`src/rtl/keccak_round_ctrl.sv`:
```
// Slice-serial round scheduler for Keccak-f[1600]: LOAD, 24x(PAR, CHI), UNLOAD over 8 slices.
// Optional KECCAK_HALF_RND_EN adds a `half` input selecting 12-round (13..24) permutations.
module keccak_round_ctrl #(
  parameter int unsigned NSLICE = 8,
  parameter int unsigned NRND   = 24
) (
  input  logic       clk,
  input  logic       rst,
  input  logic       start,
  input  logic       stall,
`ifdef KECCAK_HALF_RND_EN
  input  logic       half,
`endif
  output logic       busy,
  output logic       done,
  output logic [4:0] rnd_cnt,
  output logic [2:0] sub_rnd_cnt,
  output logic       ld_en,
  output logic       par_en,
  output logic       chi_en,
  output logic       ul_en,
  output logic       par_clr
);

  localparam logic [2:0] IDLE   = 3'd0;
  localparam logic [2:0] LOAD   = 3'd1;
  localparam logic [2:0] PAR    = 3'd2;
  localparam logic [2:0] CHI    = 3'd3;
  localparam logic [2:0] UNLOAD = 3'd4;

  logic [2:0] state_q, state_d;
  logic [2:0] s_q, s_d;
  logic [4:0] rnd_q, rnd_d;
  logic [4:0] first_rnd;
  logic       s_last;

`ifdef KECCAK_HALF_RND_EN
  logic half_q, half_d;

  assign first_rnd = half_q ? 5'(NRND / 2 + 1) : 5'd1;
`else
  assign first_rnd = 5'd1;
`endif

  assign s_last = (s_q == 3'(NSLICE - 1));

  always_comb begin
    state_d = state_q;
    s_d     = s_q;
    rnd_d   = rnd_q;
`ifdef KECCAK_HALF_RND_EN
    half_d  = half_q;
`endif
    case (state_q)
      IDLE: begin
        // start is accepted even while stall is high; stall only freezes active phases
        if (start) begin
          state_d = LOAD;
          s_d     = '0;
`ifdef KECCAK_HALF_RND_EN
          half_d  = half;
`endif
        end
      end
      LOAD: begin
        if (!stall) begin
          s_d = s_q + 3'd1;
          if (s_last) begin
            state_d = PAR;
            rnd_d   = first_rnd;
          end
        end
      end
      PAR: begin
        if (!stall) begin
          s_d = s_q + 3'd1;
          if (s_last) state_d = CHI;
        end
      end
      CHI: begin
        if (!stall) begin
          s_d = s_q + 3'd1;
          if (s_last) begin
            if (rnd_q == 5'(NRND)) begin
              state_d = UNLOAD;
              rnd_d   = '0;
            end else begin
              state_d = PAR;
              rnd_d   = rnd_q + 5'd1;
            end
          end
        end
      end
      UNLOAD: begin
        if (!stall) begin
          s_d = s_q + 3'd1;
          if (s_last) state_d = IDLE;
        end
      end
      default: begin
        state_d = IDLE;
        s_d     = '0;
        rnd_d   = '0;
      end
    endcase
  end

  always_ff @(posedge clk) begin
    if (rst) begin
      state_q <= IDLE;
      s_q     <= '0;
      rnd_q   <= '0;
`ifdef KECCAK_HALF_RND_EN
      half_q  <= 1'b0;
`endif
    end else begin
      state_q <= state_d;
      s_q     <= s_d;
      rnd_q   <= rnd_d;
`ifdef KECCAK_HALF_RND_EN
      half_q  <= half_d;
`endif
    end
  end

  // Strobes decode registered state; stall is the only combinational gate.
  assign busy        = (state_q != IDLE);
  assign rnd_cnt     = rnd_q;
  assign sub_rnd_cnt = s_q;
  assign ld_en       = (state_q == LOAD)   && !stall;
  assign par_en      = (state_q == PAR)    && !stall;
  assign chi_en      = (state_q == CHI)    && !stall;
  assign ul_en       = (state_q == UNLOAD) && !stall;
  assign par_clr     = (state_q == PAR)    && (s_q == '0) && !stall;
  assign done        = (state_q == UNLOAD) && s_last && !stall;

endmodule

```
`config.mk`:
```
export PLATFORM = sky130hd
export DESIGN_NAME = keccak_round_ctrl
export DESIGN_NICKNAME = d
export VERILOG_FILES = /design/src/rtl/keccak_round_ctrl.sv
export SDC_FILE = /design/constraint.sdc
export NUM_CORES = 1
export LEC_CHECK = 0
export BUFFER_PORTS_ARGS = -buffer_cell sky130_fd_sc_hd__buf_2
export CAP_MARGIN = 10
export CORE_MARGIN = 3
export CORE_UTILIZATION = 50
export DETAILED_ROUTE_END_ITERATION = 8
export MAX_ROUTING_LAYER = met4
export PLACE_DENSITY = 0.73
export REMOVE_ABC_BUFFERS = 1
export SLEW_MARGIN = 25
export SYNTH_ARGS = -nofsm -noshare
export SYNTH_HDL_FRONTEND = slang
export SYNTH_SLANG_ARGS = --single-unit
export TNS_END_PERCENT = 20
```
`constraint.sdc`:
```
create_clock -name clk -period 4.1 [get_ports clk]
set_clock_uncertainty 0.15 [all_clocks]
set_input_delay 0.615 -clock clk [delete_from_list [all_inputs] [get_ports clk]]
set_output_delay 0.615 -clock clk [all_outputs]
set_load 0.02 [all_outputs]
```
* Yosys cells after proc, flatten, opt, wreduce, memory -nomap -nowiden
Index checks and enable logic that the tools add are counted.
** Word-level totals
- Register bits :: 11
- Bits in latches :: 0
- RAM bits :: 0
- ROM bits :: 0
- Bits of input ports :: 4
- Output and inout port bits :: 15
- Memories :: 0
** Cells by class
- Add/sub/neg operators :: 2
- $mul :: 0
- Divide/modulo/power cells :: 0
- $lt $le $gt $ge :: 0
- Eq/ne operators :: 16
- Shift-type cells :: 0
- Mux-type cells :: 20
- Bitwise gates (word level) :: 1
- Reductions and logical operators :: 17
** Operators with widths (number)
- 3-bit two-way mux :: 12
- 5-bit two-way mux :: 5
- 2-bit inequality test (second input constant) :: 10
- 3-bit case mux with 5 select lines :: 1
- 5-bit case mux with 3 select lines :: 1
- 9-bit AND reduction :: 1
- 1-bit logical AND :: 8
- 3-bit by 2-bit == test with 1-bit output (second input constant) :: 2
- 3-bit == test (second input constant) :: 2
- 3-bit zero test :: 2
- 3-bit case mux with 2 select lines :: 1
- 5-bit by 1-bit adder with 5-bit output (second input constant) :: 1
- 5-bit == test (second input constant) :: 1
- 5-bit AND reduction :: 1
- 4-bit OR reduction :: 1
- 3-bit by 1-bit adder with 3-bit output (second input constant) :: 1
- 3-bit by 1-bit == test with 1-bit output (second input constant) :: 1
- 3-bit nonzero test :: 1
- 3-bit OR reduction :: 1
- 2-bit AND reduction :: 1
- 1-bit zero test :: 1
- 1-bit NOT :: 1

* Depth between registers and ports, before layout
- Word-level depth :: 5
- Gate-level depth with buffers :: 6
- Depth with buffers taken out :: 6

* Worst setup path before layout
OpenSTA, ideal clock, no wires.
- Kind :: input -> output
- Start :: input port stall
- End :: output port par_clr
- Arrival :: 1.790 ns
- Path slack :: 1.545 ns
- Stages on the path :: 2
- Path buffers :: 0
- Cells stage by stage :: nor4b_1 > and3b_1
** On the way
- Longest elaborated chain between the ends :: 2
** Ends and longest elaborated chain
- start, declared :: line 10 : input logic stall,
- 1-bit zero test :: line 134 : assign par_clr = (state_q == PAR) && (s_q == '0) && !stall;
- 1-bit logical AND :: line 134
- end, declared :: line 22 : output logic par_clr
No other way between the ends.

* Worst setup path in the final report
- Start :: register state_q[2]
- End :: output port done
** On the way
- Longest elaborated chain between the ends :: 3
** Ends and longest elaborated chain
- start, declared :: line 31 : logic [2:0] state_q, state_d;
- start signal, assigned :: line 117 : state_q <= state_d;
- 3-bit == test :: line 135 : assign done = (state_q == UNLOAD) && s_last && !stall;
- 1-bit logical AND (2 in a row) :: line 135
- end, declared :: line 15 : output logic done,
No other way between the ends.

==> run summary <==
* **placement row count** 14
* **share of the synthesized area in the top cell type** 0.241
* **die boundary height** 48.7 um
* **maximum VDD drop** 0.000414 V
* **post-detailed-route DRC marker count** 0
* **first drt pass iteration count** 4
* **aggregate negative setup slack** 0 ns
* **post-synthesis async set-or-reset flop share** 0
* **power share of the sequential group** 0.354
* **latest clock arrival within the worst-skew pair** 0.29 ns
* **portion of total power attributed to the clock network** 0.182
* **number of enable-type register cells in the synthesized netlist** 0
* **arrival time worst endpoint** 1.86 ns
* **global-route congestion overflow total** 0
* **diodes inserted** 0
* **total of buffers placed on input and output ports** 18
* **time the worst path needs with I/O delays and setup** 2.62 ns
* **Hold-fix buffers, CTS** 0
* **top-level I/O count** 19
* **Longest Clk Path Bufs** 2
* **number of global-route vias before repair** 791
* **transition time of the tightest slew-check pin** 0.678 ns
* **proportion of layout cells with a drive suffix above 1** 0.294
* **share of the clock period used by the worst path after layout** 0.639
* **post-route setup slack** 1.48 ns
* **proportion of power drawn by combinational gates** 0.464
* **clock input transition at the sequential cells of the worst setup and hold paths** 0.09 ns
* **number of H-tree levels** 1
* **post-CTS setup buffers** 0
* **final-report hold violation count** 0
* **outcome** finished clean
* **number of instances resized during post-cts repair** 0
* **Floorplan Core Area** 1610 um^2
* **GRT met3 Usage** 0.0675
* **number of vias after detailed routing** 858
* **CTS tree** built
* **wire length of the first global-routing pass** 3540 um
* **per-cell via count in the routed design** 6.00
* **worst relative slew slack** 0.547
* **starting utilization of the core area** 0.566
* **mean routed wirelength per cell** 14.5 um
* **maximum number of pins on one net before global-route repair** 19
* **die area** 2370 um^2
* **violation count after the first detailed-routing iteration** 39
* **M2 GR Usage** 0.269
* **gate count after technology mapping** 102
* **fmax** 0.382 GHz
* **number of failing setup endpoints in the final timing report** 0
* **remaining antenna violation count after routing** 0
* **net total in the final layout** 130
* **number of buffers inserted during clock tree synthesis** 3
* **clock net sink count** 11
* **Primary FF master, synth** sky130_fd_sc_hd__dfxtp_1
* **endpoint class of the critical path** output port
* **worst setup path class** reg -> out
* **leakage power figure** 0.418 nW
* **Power per Cell Area** 434 nW/um^2
* **aggregate global-route resource usage** 0.192
* **busiest metal layer after global routing** met2
* **flip-flop and latch count after synthesis** 11
* **sequential area share after synthesis** 0.241
* **CP max FO** 18
* **chip width** 48.7 um
* **worst slack, placed** 1.79 ns
* **most common library cell in the layout ignoring fill and taps** sky130_fd_sc_hd__buf_2
* **HPWL Detailed** 1530 um
* **antenna violations before repair** 0
* **required time of the critical path** 3.34 ns
* **switch share** 0.459
* **most used cells in the layout excluding fill and tap cells** 18 x sky130_fd_sc_hd__buf_2, 11 x sky130_fd_sc_hd__dfxtp_1, 8 x sky130_fd_sc_hd__inv_1
* **Net Sw Power** 200 uW
* **max-slew violations** 0
* **unrepaired setup endpoints after global routing** false
* **post-synthesis to final-layout area growth** 10.0%
* **Critical Path Start Type** flip-flop
* **Syn. warnings** 0
* **max-cap check violation count** 0
* **routed wire length** 2080 um
* **global routing usage on met1** 0.253
* **Post-Synthesis Mean Instance Area** 8.94 um^2
* **Internal Dissipation** 236 uW
* **min-delay worst type** reg -> reg
* **mapped cell area** 912 um^2
* **cell types with the largest area share after synthesis** sky130_fd_sc_hd__dfxtp_1 24%, sky130_fd_sc_hd__ha_1 8.2%, sky130_fd_sc_hd__a32o_1 4.4%
* **gpl congestion** 0.832
* **Yosys top cell by area** sky130_fd_sc_hd__dfxtp_1
* **number of distinct library cells after synthesis** 41
* **Clock Root Buffer** sky130_fd_sc_hd__clkbuf_4
==> cell type report <==
class / count / area [um^2]
Fill cell: 154 / 608
Multi-Input combinational cell: 78 / 606
Sequential cell: 11 / 220
Timing Repair Buffer: 18 / 90.1
Inverter: 8 / 30.0
Tap cell: 24 / 30.0
Clock buffer: 3 / 22.5
Clock inverter: 1 / 5.00
==> kinds of logic (layout without fill, tap and decap cells) <==
group	after synthesis	after routing	share of synthesized area
AOI/OAI and AO/OA	29	29	0.235
xor gates and xnor gates	1	1	0.00960
adders and majority gates	6	6	0.0823
buffers and inverters	13	30	0.0946
DFF	11	11	0.241
and+or+nand+nor	42	42	0.337
==> metrics by stage <==
step	std cells	utilization	power, mW	hold WS [ns]	area [um^2]
final	143	0.623	0.436	0.371	1000
after CTS	143	0.623	0.434	0.363	1000
after detailed placement	139	0.606	0.354	0.353	976
after floorplan	97	-	0.301	0.421	856
after global placement	139	0.606	0.349	0.345	976
after global routing	143	0.623	0.463	0.391	1000
==> metal layers <==
layer / routed length [um] / vias up
met5: 0 / -
met4: 17 / 0
met3: 160 / 6
met2: 916 / 34
met1: 983 / 396
li1: - / 422
==> flip-flops by register name, summed over array words and instances (netlist names) <==
name	flops
sub_rnd_cnt	3
rnd_cnt	5
state_q	3
==> cells in the mapped netlist (2+ instances only) <==
library cell,n
sky130_fd_sc_hd__nand2_1,2
sky130_fd_sc_hd__ha_1,6
sky130_fd_sc_hd__o21a_1,2
sky130_fd_sc_hd__o21ai_2,2
sky130_fd_sc_hd__buf_6,2
sky130_fd_sc_hd__nor3_1,2
sky130_fd_sc_hd__nor2b_1,2
sky130_fd_sc_hd__nor4b_1,2
sky130_fd_sc_hd__nand3_1,7
sky130_fd_sc_hd__o31ai_1,2
sky130_fd_sc_hd__nor2_1,5
sky130_fd_sc_hd__a32o_1,4
sky130_fd_sc_hd__a21oi_1,7
sky130_fd_sc_hd__nor3b_2,2
sky130_fd_sc_hd__o21ai_0,6
sky130_fd_sc_hd__nand4_1,6
sky130_fd_sc_hd__and3b_1,2
sky130_fd_sc_hd__dfxtp_1,11
sky130_fd_sc_hd__inv_1,8
==> critical path, cell delays in order, from the launching register on <==
cell	delay (ns)
sky130_fd_sc_hd__dfxtp_1	0.77
sky130_fd_sc_hd__or2b_1	0.32
sky130_fd_sc_hd__nor3_1	0.18
sky130_fd_sc_hd__and2_1	0.15
sky130_fd_sc_hd__buf_2	0.15
==> worst paths after layout <==
path	startpoint	to	slack, ns	cells after the start
max	state_q[2]	done	1.48	4
max reg2reg	sub_rnd_cnt[1]	rnd_cnt[2]	2.17	6
min	sub_rnd_cnt[1]	sub_rnd_cnt[1]	0.37	2
min reg2reg	sub_rnd_cnt[1]	sub_rnd_cnt[1]	0.37	2
==> power groups by stage <==
stage	combinational [mW]	sequential (mW)	clock [mW]
6_report	0.202	0.154	0.0793
5_1_grt	0.220	0.158	0.0861
4_1_cts	0.200	0.153	0.0818
3_5_place_dp	0.199	0.155	0
3_3_place_gp	0.194	0.154	0
2_1_floorplan	0.148	0.152	0
Note: power is estimated with default switching activity, not from simulation.
